$ cat config.mk
export PLATFORM = sky130hd
export DESIGN_NAME = io_port_bridge
export DESIGN_NICKNAME = d
export VERILOG_FILES = /design/src/rtl/io_bridge_pkg.sv /design/src/rtl/io_sync_fifo.sv /design/src/rtl/io_port_bridge.sv
export SDC_FILE = /design/constraint.sdc
export NUM_CORES = 1
export LEC_CHECK = 0
export BUFFER_PORTS_ARGS = -buffer_cell sky130_fd_sc_hd__buf_2
export CORE_ASPECT_RATIO = 0.5
export CORE_UTILIZATION = 40
export CTS_CLUSTER_SIZE = 12
export DETAILED_ROUTE_END_ITERATION = 12
export GPL_ROUTABILITY_DRIVEN = 0
export MAX_ROUTING_LAYER = met4
export PLACE_DENSITY = 0.6
export RECOVER_POWER = 50
export SETUP_SLACK_MARGIN = 0.4
export SLEW_MARGIN = 15
export SYNTH_ARGS = -nofsm -noshare
export SYNTH_HDL_FRONTEND = slang
export SYNTH_HIERARCHICAL = 1
export SYNTH_SLANG_ARGS = --single-unit
export TNS_END_PERCENT = 30
$ cat constraint.sdc
create_clock -name clk -period 4.12 [get_ports clk]
set_input_delay 0.618 -clock clk [delete_from_list [all_inputs] [get_ports clk]]
set_output_delay 0.618 -clock clk [all_outputs]
set_load 0.01 [all_outputs]
$ cat src/rtl/io_bridge_pkg.sv
// io_bridge_pkg: shared types and helpers for the CPU I/O port bridge.
//   irq_state_e   : interrupt FSM states (IDLE, PULSE, ARMED)
//   STAT_*        : bit positions inside the 4-bit status word
//   ptr_w/cnt_w   : FIFO pointer width (log2 DEPTH) and count width (log2 DEPTH + 1)
package io_bridge_pkg;

  typedef enum logic [1:0] {
    IRQ_IDLE  = 2'd0,
    IRQ_PULSE = 2'd1,
    IRQ_ARMED = 2'd2
  } irq_state_e;

  localparam int STAT_RX_EMPTY = 0;
  localparam int STAT_TX_FULL  = 1;
  localparam int STAT_RX_UNF   = 2;
  localparam int STAT_TX_OVF   = 3;

  function automatic int ptr_w(input int depth);
    return (depth > 1) ? $clog2(depth) : 1;
  endfunction

  // One extra bit so a full FIFO (count == DEPTH) is representable.
  function automatic int cnt_w(input int depth);
    return ptr_w(depth) + 1;
  endfunction

endpackage

$ cat src/rtl/io_sync_fifo.sv
// io_sync_fifo: single-clock show-ahead FIFO.
//   clk, reset     : clock, synchronous active-high reset (pointers/count only)
//   push, wdata    : write request and data; accepted when not full or when a pop happens the same edge
//   pop            : read request; ignored when empty
//   rdata          : head entry (show-ahead), valid whenever !empty
//   full, empty    : occupancy flags derived from the registered count
//   count          : number of stored entries, 0..DEPTH
module io_sync_fifo
  import io_bridge_pkg::*;
#(
  parameter  int DEPTH  = 8,
  parameter  int DATA_W = 8,
  localparam int PTR_W  = ptr_w(DEPTH),
  localparam int CNT_W  = cnt_w(DEPTH)
) (
  input  logic              clk,
  input  logic              reset,
  input  logic              push,
  input  logic [DATA_W-1:0] wdata,
  input  logic              pop,
  output logic [DATA_W-1:0] rdata,
  output logic              full,
  output logic              empty,
  output logic [CNT_W-1:0]  count
);

  logic [DATA_W-1:0] mem [DEPTH];
  logic [PTR_W-1:0]  wr_ptr;
  logic [PTR_W-1:0]  rd_ptr;
  logic              do_push;
  logic              do_pop;

  assign empty   = (count == '0);
  assign full    = (count == CNT_W'(DEPTH));
  assign do_pop  = pop && !empty;
  // A pop on the same edge frees a slot, so a full FIFO can still take the push.
  assign do_push = push && (!full || do_pop);
  assign rdata   = mem[rd_ptr];

  // Pointers wrap naturally because DEPTH is a power of two.
  always_ff @(posedge clk) begin
    if (reset) begin
      wr_ptr <= '0;
      rd_ptr <= '0;
      count  <= '0;
    end else begin
      if (do_push) wr_ptr <= wr_ptr + PTR_W'(1);
      if (do_pop)  rd_ptr <= rd_ptr + PTR_W'(1);
      case ({do_push, do_pop})
        2'b10:   count <= count + CNT_W'(1);
        2'b01:   count <= count - CNT_W'(1);
        default: count <= count;
      endcase
    end
  end

  // Storage is data only and is never reset.
  always_ff @(posedge clk) begin
    if (do_push) mem[wr_ptr] <= wdata;
  end

endmodule

$ cat src/rtl/io_port_bridge.sv
// io_port_bridge: external-side peripheral of the 8-bit CPU I/O port.
//   CPU side    : cpu_data_out/cpu_wr push the TX FIFO, cpu_rd pops the RX FIFO,
//                 data_in shows the RX head (8'h00 when empty), interrupt is a registered one-cycle pulse.
//   Device side : ext_rx_data/valid/ready feed the RX FIFO, ext_tx_data/valid/ready drain the TX FIFO.
//   status      : {tx_ovf, rx_unf, tx_full, rx_empty}; status_clr clears the two sticky error bits.
// Optional build macro IO_IRQ_TIMEOUT_EN: while the interrupt FSM is ARMED and the CPU does not read,
// a further pulse is issued every TIMEOUT cycles.
module io_port_bridge
  import io_bridge_pkg::*;
#(
  parameter int DEPTH         = 8,
  parameter int IRQ_THRESHOLD = 1,
  parameter int TIMEOUT       = 16
) (
  input  logic       clk,
  input  logic       reset,
  input  logic [7:0] cpu_data_out,
  input  logic       cpu_wr,
  input  logic       cpu_rd,
  output logic [7:0] data_in,
  output logic       interrupt,
  input  logic [7:0] ext_rx_data,
  input  logic       ext_rx_valid,
  output logic       ext_rx_ready,
  output logic [7:0] ext_tx_data,
  output logic       ext_tx_valid,
  input  logic       ext_tx_ready,
  output logic [3:0] status,
  input  logic       status_clr
);

  localparam int CNT_W = cnt_w(DEPTH);

  logic [7:0]       rx_head;
  logic             rx_full;
  logic             rx_empty;
  logic [CNT_W-1:0] rx_count;
  logic             tx_full;
  logic             tx_empty;
  logic [CNT_W-1:0] tx_count;
  logic             rx_push;
  logic             tx_pop;
  logic             tx_ovf;
  logic             rx_unf;
  logic             irq_cond;
  irq_state_e       irq_state;
  logic             unused_tx_count;

  // Device-side handshakes depend only on registered FIFO counts.
  assign ext_rx_ready = !rx_full;
  assign ext_tx_valid = !tx_empty;
  assign rx_push      = ext_rx_valid && ext_rx_ready;
  assign tx_pop       = ext_tx_valid && ext_tx_ready;
  assign data_in      = rx_empty ? 8'h00 : rx_head;
  assign irq_cond     = (rx_count >= CNT_W'(IRQ_THRESHOLD));
  assign unused_tx_count = ^tx_count;

  always_comb begin
    status                = '0;
    status[STAT_TX_OVF]   = tx_ovf;
    status[STAT_RX_UNF]   = rx_unf;
    status[STAT_TX_FULL]  = tx_full;
    status[STAT_RX_EMPTY] = rx_empty;
  end

  io_sync_fifo #(.DEPTH(DEPTH), .DATA_W(8)) u_rx_fifo (
    .clk   (clk),
    .reset (reset),
    .push  (rx_push),
    .wdata (ext_rx_data),
    .pop   (cpu_rd),
    .rdata (rx_head),
    .full  (rx_full),
    .empty (rx_empty),
    .count (rx_count)
  );

  io_sync_fifo #(.DEPTH(DEPTH), .DATA_W(8)) u_tx_fifo (
    .clk   (clk),
    .reset (reset),
    .push  (cpu_wr),
    .wdata (cpu_data_out),
    .pop   (tx_pop),
    .rdata (ext_tx_data),
    .full  (tx_full),
    .empty (tx_empty),
    .count (tx_count)
  );

  // Sticky errors: a new error on the same edge as status_clr keeps the flag set.
  always_ff @(posedge clk) begin
    if (reset) begin
      tx_ovf <= 1'b0;
      rx_unf <= 1'b0;
    end else begin
      if (cpu_wr && tx_full && !tx_pop) tx_ovf <= 1'b1;
      else if (status_clr)              tx_ovf <= 1'b0;
      if (cpu_rd && rx_empty)           rx_unf <= 1'b1;
      else if (status_clr)              rx_unf <= 1'b0;
    end
  end

`ifdef IO_IRQ_TIMEOUT_EN
  localparam int TMO_W = $clog2(TIMEOUT + 1);
  logic [TMO_W-1:0] tmo_cnt;
`else
  logic unused_timeout;
  assign unused_timeout = (TIMEOUT > 0);
`endif

  // The pulse is registered: it is high for the cycle the FSM spends in PULSE,
  // or for one cycle after a timeout expiry while ARMED.
  always_ff @(posedge clk) begin
    if (reset) begin
      irq_state <= IRQ_IDLE;
      interrupt <= 1'b0;
`ifdef IO_IRQ_TIMEOUT_EN
      tmo_cnt   <= '0;
`endif
    end else begin
      interrupt <= 1'b0;
`ifdef IO_IRQ_TIMEOUT_EN
      tmo_cnt   <= '0;
`endif
      case (irq_state)
        IRQ_IDLE: begin
          if (irq_cond) begin
            irq_state <= IRQ_PULSE;
            interrupt <= 1'b1;
          end
        end
        IRQ_PULSE: irq_state <= IRQ_ARMED;
        IRQ_ARMED: begin
          if (!irq_cond) begin
            irq_state <= IRQ_IDLE;
          end else begin
`ifdef IO_IRQ_TIMEOUT_EN
            if (!cpu_rd) begin
              if (tmo_cnt == TMO_W'(TIMEOUT - 1)) interrupt <= 1'b1;
              else                                tmo_cnt   <= tmo_cnt + TMO_W'(1);
            end
`endif
          end
        end
        default: irq_state <= IRQ_IDLE;
      endcase
    end
  end

endmodule
== Word-level counts from Yosys, hierarchy flattened ==
Memory sizes are Yosys's and may differ from the RTL's. A register that Yosys moved wholly into a read port is not among the register bits.
Index checks and enable logic that the tools add are counted.
Storage, ports and cells
  logic and storage cells: 75
  bits in registers: 25
  memories kept: 2
  memory bits (writable): 128
  output and inout port bits: 23
  input bits: 23
Memory list
  u_rx_fifo.mem: depth 8, bits a word 8, rd ports 1, clocked after memory_dff 1, write ports 1, line io_sync_fifo.sv:27  | logic [DATA_W-1:0] mem [DEPTH];
  u_tx_fifo.mem: depth 8, bits a word 8, rd ports 1, clocked after memory_dff 1, write ports 1, line io_sync_fifo.sv:27
Cells by class
  reductions and logical operators: 25
  bitwise operators: 1
  magnitude comparators: 1
  add/sub/neg operators: 8
  equal/unequal tests: 10
  muxes and demuxes: 18
Operator list (count)
  $pmux 4 s2: 2
  $add 3x1->3 const B: 4
  $mux 3: 4
  $logic_and 1x1->1: 9
  $add 4x1->4 const B: 2
  $eq 4x4->1 const B: 2
  $logic_not 4->1: 2
  $mux 1: 8
  $mux 8: 1
  $reduce_bool 2->1: 4
  $sub 4x1->4 const B: 2
  $eq 2x1->1 const B: 3
  $eq 2x2->1 const B: 3
  $pmux 2 s3: 1
  $logic_not 1->1: 5
  $ge 4x1->1 const B: 1
  $mux 2: 2
  $ne 2x2->1 const B: 2
  $logic_not 2->1: 1
  $logic_or 1x1->1: 2
  $reduce_and 2->1: 1
  $reduce_or 2->1: 1
  $not 1->1: 1

== Logic depth before layout (Yosys ltp) ==
Gate-level depths: netlist of run 1.
  depth in word-level cells: 8
  gate-level depth with buffers: 13
  gate-level depth less buffers: 11

== By module ==
Netlist of run 1, hierarchy kept.
By module, submodules not included
  io_sync_fifo: instances 2, cells each 179, area each 3215.6 um^2, sequential area each 2182.1 um^2
  io_port_bridge: instances 1, cells each 33, area each 282.8 um^2, sequential area each 100.1 um^2

== Worst setup path after synthesis of run 1 ==
OpenSTA, ideal clock, no wires.
  kind: register to register
  start: reg u_tx_fifo.count[0]
  end: mem u_tx_fifo.mem[0][0] (enable)
  data required time: 3.737 ns
  path slack: 1.526 ns
  buffers on the path: 2
  clock period less this slack: 2.594 ns
  setup time: 0.383 ns
  arrival time: 2.210 ns
  cell stages (with the launch flop): 10
  cell sequence: dfxtp_1 > or3_1 > buf_2 > nor2_1 > nor2b_1 > buf_2 > nand2b_1 > o21ai_2 > or2_2 > nor3_1
On the way
  cells in the longest elaborated chain, start to end: 8
  elaborated cells between the ends (all ways): 10
  those cells by class: eq/ne: 1; mux: 2; reduce/logical: 7
Ends and longest elaborated chain
  from (decl): line io_sync_fifo.sv:24  | output logic [CNT_W-1:0] count
  from (signal assigned): line io_sync_fifo.sv:50  | 2'b10: count <= count + CNT_W'(1);
  from (signal assigned): line io_sync_fifo.sv:51  | 2'b01: count <= count - CNT_W'(1);
  from (signal assigned): line io_sync_fifo.sv:52  | default: count <= count;
  $logic_not 4->1: line io_sync_fifo.sv:33  | assign empty = (count == '0);
  named net tx_empty: line io_port_bridge.sv:39  | logic tx_empty;
  $logic_not 1->1: line io_port_bridge.sv:51  | assign ext_tx_valid = !tx_empty;
  $logic_and 1x1->1: line io_port_bridge.sv:53  | assign tx_pop = ext_tx_valid && ext_tx_ready;
  named net tx_pop: line io_port_bridge.sv:42  | logic tx_pop;
  $logic_and 1x1->1: line io_sync_fifo.sv:35  | assign do_pop = pop && !empty;
  $logic_or 1x1->1: line io_sync_fifo.sv:37  | assign do_push = push && (!full || do_pop);
  $logic_and 1x1->1: line io_sync_fifo.sv:37
  $mux 1: line io_sync_fifo.sv:59  | if (do_push) mem[wr_ptr] <= wdata;
  $mux 1 (not written as such): line io_sync_fifo.sv:59
  to (decl): line io_sync_fifo.sv:27
The timed path passes the listed nets, and every way through them passes these cells.

== Worst setup path in the final report of run 1 ==
  start: reg u_tx_fifo.count[0]
  end: mem u_tx_fifo.mem[2][0] (enable)
The elaborated chain is that of the path after synthesis.

==> results of run 1 <==
through the flow:
stage	utilization [%]	hold slack, ps	power (mW)	worst slack [ps]
floorplan	-	443	2.95	1530
global placement	43.5	469	3.23	1200
detailed placement	43.5	473	3.25	1080
CTS	47.3	457	4.86	981
global route	46.8	522	4.99	786
finish	46.8	483	4.74	1050
critical path: stages (launching register included):
cell,delay [ps]
dfxtp_1,410
or3_1,250
nor2_1,90
nor2b_1,490
nand2b_1,270
o21ai_0,180
or2_2,360
nor2_1,650
cells by family after synthesis:
logic type / share of synthesized area [%]
compound gates: 3.54
fa+ha+maj: 2.09
mux: 16.1
simple gates: 7.21
flops: 66.5
xor+xnor: 1.57
buf+inv: 3.00
how the worst max path moves through the flow:
stage,depth (start not counted),endpoint,from
after floorplan,9,u_tx_fifo/mem[0][0],u_tx_fifo/count[0]
after global placement,7,u_tx_fifo/mem[2][1],u_tx_fifo/count[0]
after detailed placement,7,u_tx_fifo/mem[2][1],u_tx_fifo/count[0]
after CTS,3,ext_tx_data[3],register
after global routing,11,u_tx_fifo/count[3],u_tx_fifo/count[0]
final,7,u_tx_fifo/mem[2][0],u_tx_fifo/count[0]
state kept, by name (all words and copies together), names as in the netlist, named ones only:
signal            count
u_tx_fifo/count       4
u_tx_fifo/mem        64
u_rx_fifo/mem        64
u_rx_fifo/rd_ptr      3
u_tx_fifo/rd_ptr      3
u_rx_fifo/wr_ptr      3
rx_unf                1
tx_ovf                1
interrupt             1
u_tx_fifo/wr_ptr      3
irq_state             2
u_rx_fifo/count       4
synthesized netlist by cell type, drive strengths merged, types with 2 or more instances:
| cell | n |
|---|---|
| o21ai | 4 |
| or2 | 4 |
| xor2 | 6 |
| edfxtp | 128 |
| nor4 | 3 |
| mux2i | 6 |
| o2111ai | 2 |
| nand2 | 7 |
| dfxtp | 31 |
| a211oi | 4 |
| mux4 | 32 |
| and2 | 2 |
| mux2 | 16 |
| fa | 2 |
| or4b | 2 |
| buf | 20 |
| or3 | 6 |
| nor2 | 39 |
| a21oi | 4 |
| nor2b | 10 |
| nand4 | 6 |
| nor3 | 7 |
| o211ai | 6 |
| clkbuf | 4 |
| ha | 8 |
| o311a | 4 |
| xnor2 | 6 |
| nand3 | 2 |
| inv | 11 |
| nand2b | 6 |
cells in the final DEF, fill, tap and decap left out, types with 2 or more instances in the layout:
cell,netlist,layout
edfxtp_1,128,128
nor2b_1,10,10
ha_1,8,8
fa_1,2,2
nor4_1,2,3
o2111ai_1,2,2
dfxtp_1,31,31
o211ai_1,6,6
o311a_1,4,4
xnor2_1,6,6
a211oi_1,2,3
mux4_1,32,32
or3_1,6,6
clkinv_4,0,3
xor2_1,6,6
mux2i_1,6,6
nand2b_1,6,6
nor2_1,39,39
nor3_1,7,7
o21ai_0,0,4
inv_1,11,11
mux2_2,16,16
nand2_1,7,7
buf_2,8,25
inv_6,0,5
clkbuf_16,0,17
clkbuf_1,4,22
buf_4,4,9
or4b_1,2,2
bufinv_16,0,3
nand4_1,6,6
a21oi_1,4,4
or2_2,4,4
nand3_1,2,2
per-layer routing:
| metal | up-vias | routed length [um] | track usage [%] |
|---|---|---|---|
| li1 | 1644 | - | - |
| met1 | 1685 | 5550 | 19.6 |
| met2 | 69 | 5630 | 23.3 |
| met3 | 12 | 439 | 3.19 |
| met4 | 0 | 119 | 5.99 |
| met5 | - | 0 | - |
power groups by stage:
stage               sequential [mW]  combinational [mW]  clock (mW)
global placement               2.08                1.16           0
CTS                            2.05                1.18        1.64
finish                         2.03                1.10        1.60
detailed placement             2.08                1.17           0
floorplan                      1.99               0.960           0
global route                   2.06                1.22        1.71
layout make-up:
type / instances / share of cell area (%)
Timing Repair Buffer: 55 / 3.54
Tap cell: 227 / 3.70
Sequential cell: 159 / 58.2
Clock inverter: 14 / 2.35
Multi-Input combinational cell: 197 / 26.1
Clock buffer: 18 / 5.59
Inverter: 11 / 0.538
==> impl_metrics.json, run 1 <==
{
  "status": "complete, no violations",
  "dieArea_sq_um": 17300,
  "startpoint_type": "register",
  "worstSetupPathType": "reg2reg",
  "ys_types": 38,
  "synthCells": 391,
  "final.fill_count": 1390,
  "cts_max_level": 4,
  "clk-insertion-delay-late_ps": 410,
  "syn_to_final_growth_pct": 14.3,
  "wl_per_cell_um": 17.2,
  "grt_overflow": 0,
  "power_switching_mw": 1.36,
  "p_comb_share_pct": 23.2,
  "placement.cell_area_sq_um": 7140,
  "worst_ep_arrival_time_ps": 3110,
  "drive_gt1_share_pct": 18.7,
  "core.rowCount": 33,
  "worstHoldStart": "irq_state[0]",
  "fmax_mhz": 326,
  "io_buffer_count": 45,
  "required_ps": 4160,
  "min_period_ps": 3070,
  "p_per_area_nw_per_um2": 617,
  "drt-initial-drc-count": 184,
  "clk_path_buf_depth": 2,
  "die_y_um": 93.6,
  "cts-resized-gates": 0,
  "intPower_mw": 3.38,
  "yosysTopAreaCell": "edfxtp_1",
  "drt_first_pass_iters": 4,
  "synthTopCellsByArea": "edfxtp_1 57%, mux4_1 13%, dfxtp_1 9.2%",
  "yosysWarningCount": 6,
  "syn-cell-area_sq_um": 6710,
  "ys_ff_latch": 159,
  "synth_flop_cell": "edfxtp_1",
  "via_per_inst": 5.01,
  "finalHoldViolCount": 0,
  "whs_path_depth": 1,
  "dp_hpwl_mm": 7.52,
  "tns_ps": 0,
  "drv_cap": 0,
  "whs_endpoint": "irq_state[0]",
  "die_x_um": 185,
  "ant_nets": 0,
  "slew_headroom_pct": 34.8,
  "finalSetupViolations": 0,
  "ir_drop_v": 0.000313,
  "grt_pass1_vias": 3363,
  "power_frac_clock_pct": 33.8,
  "synth_edf_count": 128,
  "clk_pin_slew_ps": 60,
  "ys_seq_area_share_pct": 66.5,
  "slew_violations": 0,
  "fin_skew_ps": 8.26,
  "synth_top_area_share_pct": 57.2,
  "rrSetupSlack_ps": 1050,
  "worst_setup_path_end_kind": "register",
  "antenna_found_initial": 0,
  "reg2reg_from": "u_tx_fifo/count[0]",
  "antenna_cells": 0,
  "p_leak_nw": 2.66,
  "seq_power_share_pct": 42.9,
  "track_usage_pct": 15.1,
  "post-route-drc-count": 0,
  "root_buffer": "clkbuf_16",
  "hold_path.class": "reg2reg",
  "worstReg2RegEnd": "u_tx_fifo/mem[2][0]",
  "rsz0062_at_grt": "false",
  "finalNetCount": 474,
  "critPathMaxFanout": 10,
  "worstMarginPinSlew_ps": 975,
  "numCtsBuffers": 17,
  "period_share_pct": 74.5,
  "final_cell_area_sq_um": 7680,
  "core-area_sq_um": 16400,
  "cts_setup_buffers": 0,
  "multi_input_area_sq_um": 2010,
  "drt_wl_total_mm": 11.7,
  "numPlacedInstances": 649,
  "tritoncts": "yes",
  "ctsHoldBuffers": 0,
  "swShare_pct": 28.7,
  "grt_max_degree": 35,
  "start_util_pct": 41.0,
  "r2r_cells": 7,
  "io_pins": 46,
  "seq_area_sq_um": 4460,
  "syn-num-nets": 424,
  "grt_pass1_wl_mm": 18.4,
  "vias": 3410,
  "async_reset_ff_share_pct": 0,
  "avgSynthCellArea_sq_um": 17.2,
  "final_cells": 681,
  "clkSinkCount": 159
}
(Power assumes the default switching activity.)
==> run 2: changes to the inputs <==
--- a/config.mk
+++ b/config.mk
@@ -12,7 +12,7 @@
 export DETAILED_ROUTE_END_ITERATION = 12
 export GPL_ROUTABILITY_DRIVEN = 0
 export MAX_ROUTING_LAYER = met4
-export PLACE_DENSITY = 0.6
+export PLACE_DENSITY = 0.62
 export RECOVER_POWER = 50
 export SETUP_SLACK_MARGIN = 0.4
 export SLEW_MARGIN = 15
==> constraint.sdc (replaced) <==
create_clock -name clk -period 2.7 [get_ports clk]
set_input_delay 0.405 -clock clk [delete_from_list [all_inputs] [get_ports clk]]
set_output_delay 0.405 -clock clk [all_outputs]
set_load 0.01 [all_outputs]
==> run 2 against run 1 <==
  * Global-route usage rose by 0.40 points
  * Clock-buffer cell count fell by 1
  * Final cell count rose by 3.5%
  * Non-clock buffer count rose by 24
  * Critical path type is now reg2out
  * Critical endpoint is now data_in[7]
  * Largest power group unchanged
  * Highest routed layer unchanged
==> impl_metrics.json, run 2 (synthesis results as in run 1) <==
{
  "status": "complete, no violations",
  "fmax_mhz": 405,
  "worstMarginPinSlew_ps": 671,
  "worstSetupPathType": "reg2out",
  "placement.cell_area_sq_um": 7340,
  "final_cells": 705,
  "drt_first_pass_iters": 4,
  "syn_to_final_growth_pct": 18.9,
  "finalNetCount": 498,
  "clk_path_buf_depth": 2,
  "required_ps": 2300,
  "crit_chain": "or3_1 > nor2_1 > buf_4 > nor2b_1 > buf_2",
  "finalHoldViolCount": 0,
  "ctsHoldBuffers": 0,
  "grt_pass1_wl_mm": 18.9,
  "top_regs": "u_rx_fifo/mem x64, u_tx_fifo/mem x64",
  "slew_headroom_pct": 55.1,
  "critPathMaxFanout": 7,
  "worst_ep_arrival_time_ps": 2070,
  "post-route-drc-count": 0,
  "final_common_cell": "edfxtp_1",
  "via_per_inst": 4.91,
  "rrSetupSlack_ps": 290,
  "p_per_area_nw_per_um2": 965,
  "worstHoldStart": "status_clr",
  "startpoint_type": "register",
  "grt_pass1_vias": 3534,
  "worst-path-buf-inv": 2,
  "tns_ps": 0,
  "drt-initial-drc-count": 166,
  "io_buffer_count": 45,
  "crit_family": "simple AND/OR/NAND/NOR gates",
  "slew_violations": 0,
  "final.fill_count": 1394,
  "tritoncts": "yes",
  "io_pins": 46,
  "drv_cap": 0,
  "core.rowCount": 33,
  "numCtsBuffers": 17,
  "reg2reg_from": "u_tx_fifo/count[0]",
  "clk_pin_slew_ps": 60,
  "whs_path_depth": 4,
  "grt_overflow": 0,
  "worstReg2RegEnd": "u_tx_fifo/mem[0][2]",
  "hold_path.class": "in2reg",
  "die_y_um": 93.6,
  "core-area_sq_um": 16400,
  "ir_drop_v": 0.000500,
  "drive_gt1_share_pct": 33.9,
  "antenna_cells": 0,
  "r2r_cells": 7,
  "cts_max_level": 4,
  "period_share_pct": 91.5,
  "numPlacedInstances": 670,
  "pre_cts_ws_ps": 241,
  "start_util_pct": 41.0,
  "clk-insertion-delay-late_ps": 420,
  "p_leak_nw": 2.75,
  "wl_per_cell_um": 17.0,
  "antenna_found_initial": 0,
  "die_x_um": 185,
  "finalPower_mw": 7.71,
  "dieArea_sq_um": 17300,
  "clkSinkCount": 159,
  "track_usage_pct": 15.5,
  "fin_skew_ps": 6.52,
  "rsz0062_at_grt": "true",
  "grt_max_degree": 35,
  "critPathSlowestCell": "or3_1",
  "root_buffer": "clkbuf_16",
  "min_period_ps": 2470,
  "worst_setup_path_end_kind": "output pin",
  "drt_wl_total_mm": 12.0,
  "ant_nets": 0,
  "finalSetupViolations": 0,
  "max_stage_delay_ps": 490,
  "setup_ws_ps": 230,
  "layout_common_cells": "128 x edfxtp_1, 37 x nor2_1, 28 x mux4_2",
  "vias": 3465,
  "dp_hpwl_mm": 7.43,
  "whs_endpoint": "tx_ovf",
  "final_cell_area_sq_um": 7990
}
-- run 2: cell types whose count changed in the layout (fill, tap and decap cells not counted), sizes merged --
cell and change:
buf +23, bufinv -1, clkinv -2, clkinvlp +2, inv +2
-- run 2: worst max-delay path by stage --
stage,depth (start not counted),slack (ps),start,end
final,5,230,u_rx_fifo/count[0],data_in[7]
after global routing,5,120,u_rx_fifo/count[0],data_in[5]
after CTS,5,250,register,data_in[1]
after detailed placement,10,240,u_tx_fifo/count[0],u_tx_fifo/count[3]
after global placement,10,320,u_tx_fifo/count[0],u_tx_fifo/count[3]
after floorplan,13,270,u_tx_fifo/count[0],u_tx_fifo/count[3]
-- run 2: timing repair --
item | 4_1_cts | 5_1_grt
buffers inserted | 0 | 1
resized for setup | 62 | 7
cloned | 2 | 0
pin swaps | 1 | 1
setup endpoints to repair | 70 | 99
-- run 2: layer usage --
metal  part of all wire (%)  vias to the layer above  track usage [%]
met4                    1.4                        0             5.65
met1                     47                     1735             20.0
met2                     49                       49             23.9
met3                    3.1                       15             3.70
li1                       -                     1666                -
met5                      0                        -                -
-- run 2: layout make-up --
class / instances / area [sq um] / share of cell area, %
timing repair buffer: 79 / 542 / 6.78
inverter: 11 / 41.3 / 0.517
clock buffer: 17 / 425 / 5.33
multi-input combinational: 197 / 2040 / 25.6
tap: 227 / 284 / 3.56
sequential: 159 / 4480 / 56.1
clock inverter: 15 / 173 / 2.16
-- run 2: metrics by stage --
| step | hold WS (ps) | util (%) |
|---|---|---|
| 2_1_floorplan | 443 | - |
| 3_3_place_gp | 458 | 44.8 |
| 3_5_place_dp | 470 | 44.8 |
| 4_1_cts | 233 | 49.0 |
| 5_1_grt | 321 | 48.7 |
| 6_report | 308 | 48.7 |
-- run 2: worst register-to-register path, delay by kind of cell (launching register included) --
| family | cells | cell delay, ps |
|---|---|---|
| compound gates | 1 | 100 |
| flops | 1 | 420 |
| simple gates | 6 | 1530 |
-- run 2: power by group --
part | total (mW) | switching (mW) | internal, mW
Clock | 2.40 | 1.01 | 1.39
Sequential | 3.06 | 0.174 | 2.89
Combinational | 2.24 | 1.10 | 1.14
Total | 7.71 | 2.28 | 5.43
==> run 3: changes to the inputs <==
--- a/config.mk
+++ b/config.mk
@@ -12,7 +12,7 @@
 export DETAILED_ROUTE_END_ITERATION = 12
 export GPL_ROUTABILITY_DRIVEN = 0
 export MAX_ROUTING_LAYER = met4
-export PLACE_DENSITY = 0.62
+export PLACE_DENSITY_LB_ADDON = 0.1
 export RECOVER_POWER = 50
 export SETUP_SLACK_MARGIN = 0.4
 export SLEW_MARGIN = 15
==> run 3 against run 2 <==
  * Die area unchanged
  * Worst hold slack gained 26 ps
  * Non-clock buffer count shrank 3
  * Final cell count fell by 0.43%
  * Sequential share of layout area is 0.38 points lower
  * Via count up 2.7%
==> impl_metrics.json, run 3 (synthesis results as in run 1) <==
{
  "status": "complete, no violations",
  "root_buffer": "clkbuf_16",
  "startpoint_type": "register",
  "ant_nets": 0,
  "grt_overflow": 0,
  "drt_wl_total_mm": 13.0,
  "clk_path_buf_depth": 2,
  "grt_pass1_wl_mm": 20.3,
  "drt_first_pass_iters": 4,
  "start_util_pct": 41.0,
  "vias": 3557,
  "crit_chain": "or3_1 > nor2_1 > nor2b_4 > nand2b_1 > buf_4 > o21ai_0 > or2_2 > nor2_1 > buf_4",
  "slew_headroom_pct": 42.0,
  "hold_path.class": "in2reg",
  "final.fill_count": 1413,
  "worst_setup_path_end_kind": "register",
  "required_ps": 2860,
  "core-area_sq_um": 16400,
  "worst_ep_arrival_time_ps": 2620,
  "grt_max_degree": 35,
  "worst-path-buf-inv": 2,
  "fin_util_pct": 49.1,
  "layout_common_cells": "128 x edfxtp_1, 39 x nor2_1, 32 x mux4_2",
  "worstSetupPathType": "reg2reg",
  "top_regs": "u_rx_fifo/mem x64, u_tx_fifo/mem x64",
  "seq_area_sq_um": 4480,
  "whs_ps": 334,
  "io_buffer_count": 45,
  "grt_pass1_vias": 3649,
  "clk_pin_slew_ps": 60,
  "busiest_layer": "met2",
  "crit_family": "simple AND/OR/NAND/NOR gates",
  "track_usage_pct": 16.8,
  "cts_max_level": 4,
  "clkSinkCount": 159,
  "core.rowCount": 33,
  "pre_cts_ws_ps": 224,
  "p_leak_nw": 2.78,
  "ir_drop_v": 0.000477,
  "final_common_cell": "edfxtp_1",
  "numCtsBuffers": 17,
  "drv_cap": 0,
  "min_period_ps": 2450,
  "wl_per_cell_um": 18.6,
  "antenna_cells": 0,
  "max_stage_delay_ps": 420,
  "die_y_um": 93.6,
  "io_pins": 46,
  "post-route-drc-count": 0,
  "clk-insertion-delay-late_ps": 410,
  "rsz0062_at_grt": "true",
  "fmax_mhz": 407,
  "grt_use_met1_pct": 20.4,
  "fin_skew_ps": 6.24,
  "p_per_area_nw_per_um2": 984,
  "multi_input_area_sq_um": 2070,
  "critPathSlowestCell": "or3_1",
  "tritoncts": "yes",
  "tns_ps": 0,
  "met3_usage_pct": 4.48,
  "drive_gt1_share_pct": 33.5,
  "dp_hpwl_mm": 7.85,
  "slew_violations": 0,
  "period_share_pct": 90.9,
  "syn_to_final_growth_pct": 19.9,
  "drt-initial-drc-count": 182,
  "critPathMaxFanout": 8,
  "via_per_inst": 5.07,
  "finalSetupViolations": 0,
  "setup_ws_ps": 245,
  "die_x_um": 185,
  "dieArea_sq_um": 17300,
  "finalNetCount": 495,
  "antenna_found_initial": 0,
  "finalHoldViolCount": 0,
  "worstMarginPinSlew_ps": 867,
  "met2_usage_pct": 26.9
}
## run 3: final cells by class
cell class / instances / share of cell area (%)
Tap cell: 227 / 3.53
Multi-Input combinational cell: 197 / 25.8
Sequential cell: 159 / 55.7
Inverter: 11 / 0.513
Clock inverter: 5 / 0.933
Clock buffer: 27 / 6.51
Timing Repair Buffer: 76 / 7.06
## run 3: path summary, 6_finish.rpt
path,cells after the start,start,slack (ps),endpoint
max reg2reg,9,u_tx_fifo/count[1],250,u_tx_fifo/mem[2][7]
min,1,ext_rx_data[3],330,u_rx_fifo/mem[7][3]
max,9,u_tx_fifo/count[1],250,u_tx_fifo/mem[2][7]
min reg2reg,1,irq_state[1],480,irq_state[0]
## run 3: metrics by stage
| step | instance area [sq um] | power (mW) | std cells |
|---|---|---|---|
| after floorplan | 6760 | 4.56 | 391 |
| after global placement | 7290 | 5.03 | 663 |
| after detailed placement | 7290 | 5.10 | 663 |
| after CTS | 8100 | 8.09 | 698 |
| after global routing | 8050 | 8.32 | 702 |
| final | 8050 | 7.92 | 702 |
## run 3: per-layer routing
metal / part of all wire (%) / vias up
met1: 45 / 1817
li1: - / 1650
met3: 3.4 / 25
met5: 0 / -
met4: 2.3 / 0
met2: 49 / 65
## run 3: power by group
| group | switching (mW) | total, mW | internal [mW] |
|---|---|---|---|
| sequential | 0.181 | 3.07 | 2.89 |
| combinational | 1.16 | 2.46 | 1.29 |
| clock | 0.876 | 2.39 | 1.51 |
| total | 2.22 | 7.92 | 5.70 |
## run 3: repair_timing
item / CTS / global route
hold buffers: 0 / 0
pin swaps: 2 / 8
gates resized for setup: 93 / 14
setup endpoints to repair: 99 / 46
gates cloned: 2 / 0
buffers inserted: 1 / 4
## run 3: worst reg2reg max path: stages, from the launching register on
cell and delay (ps):
dfxtp_1 350, or3_1 420, nor2_1 220, nor2b_4 90, nand2b_1 160, buf_4 140
o21ai_0 320, or2_2 260, nor2_1 60, buf_4 190
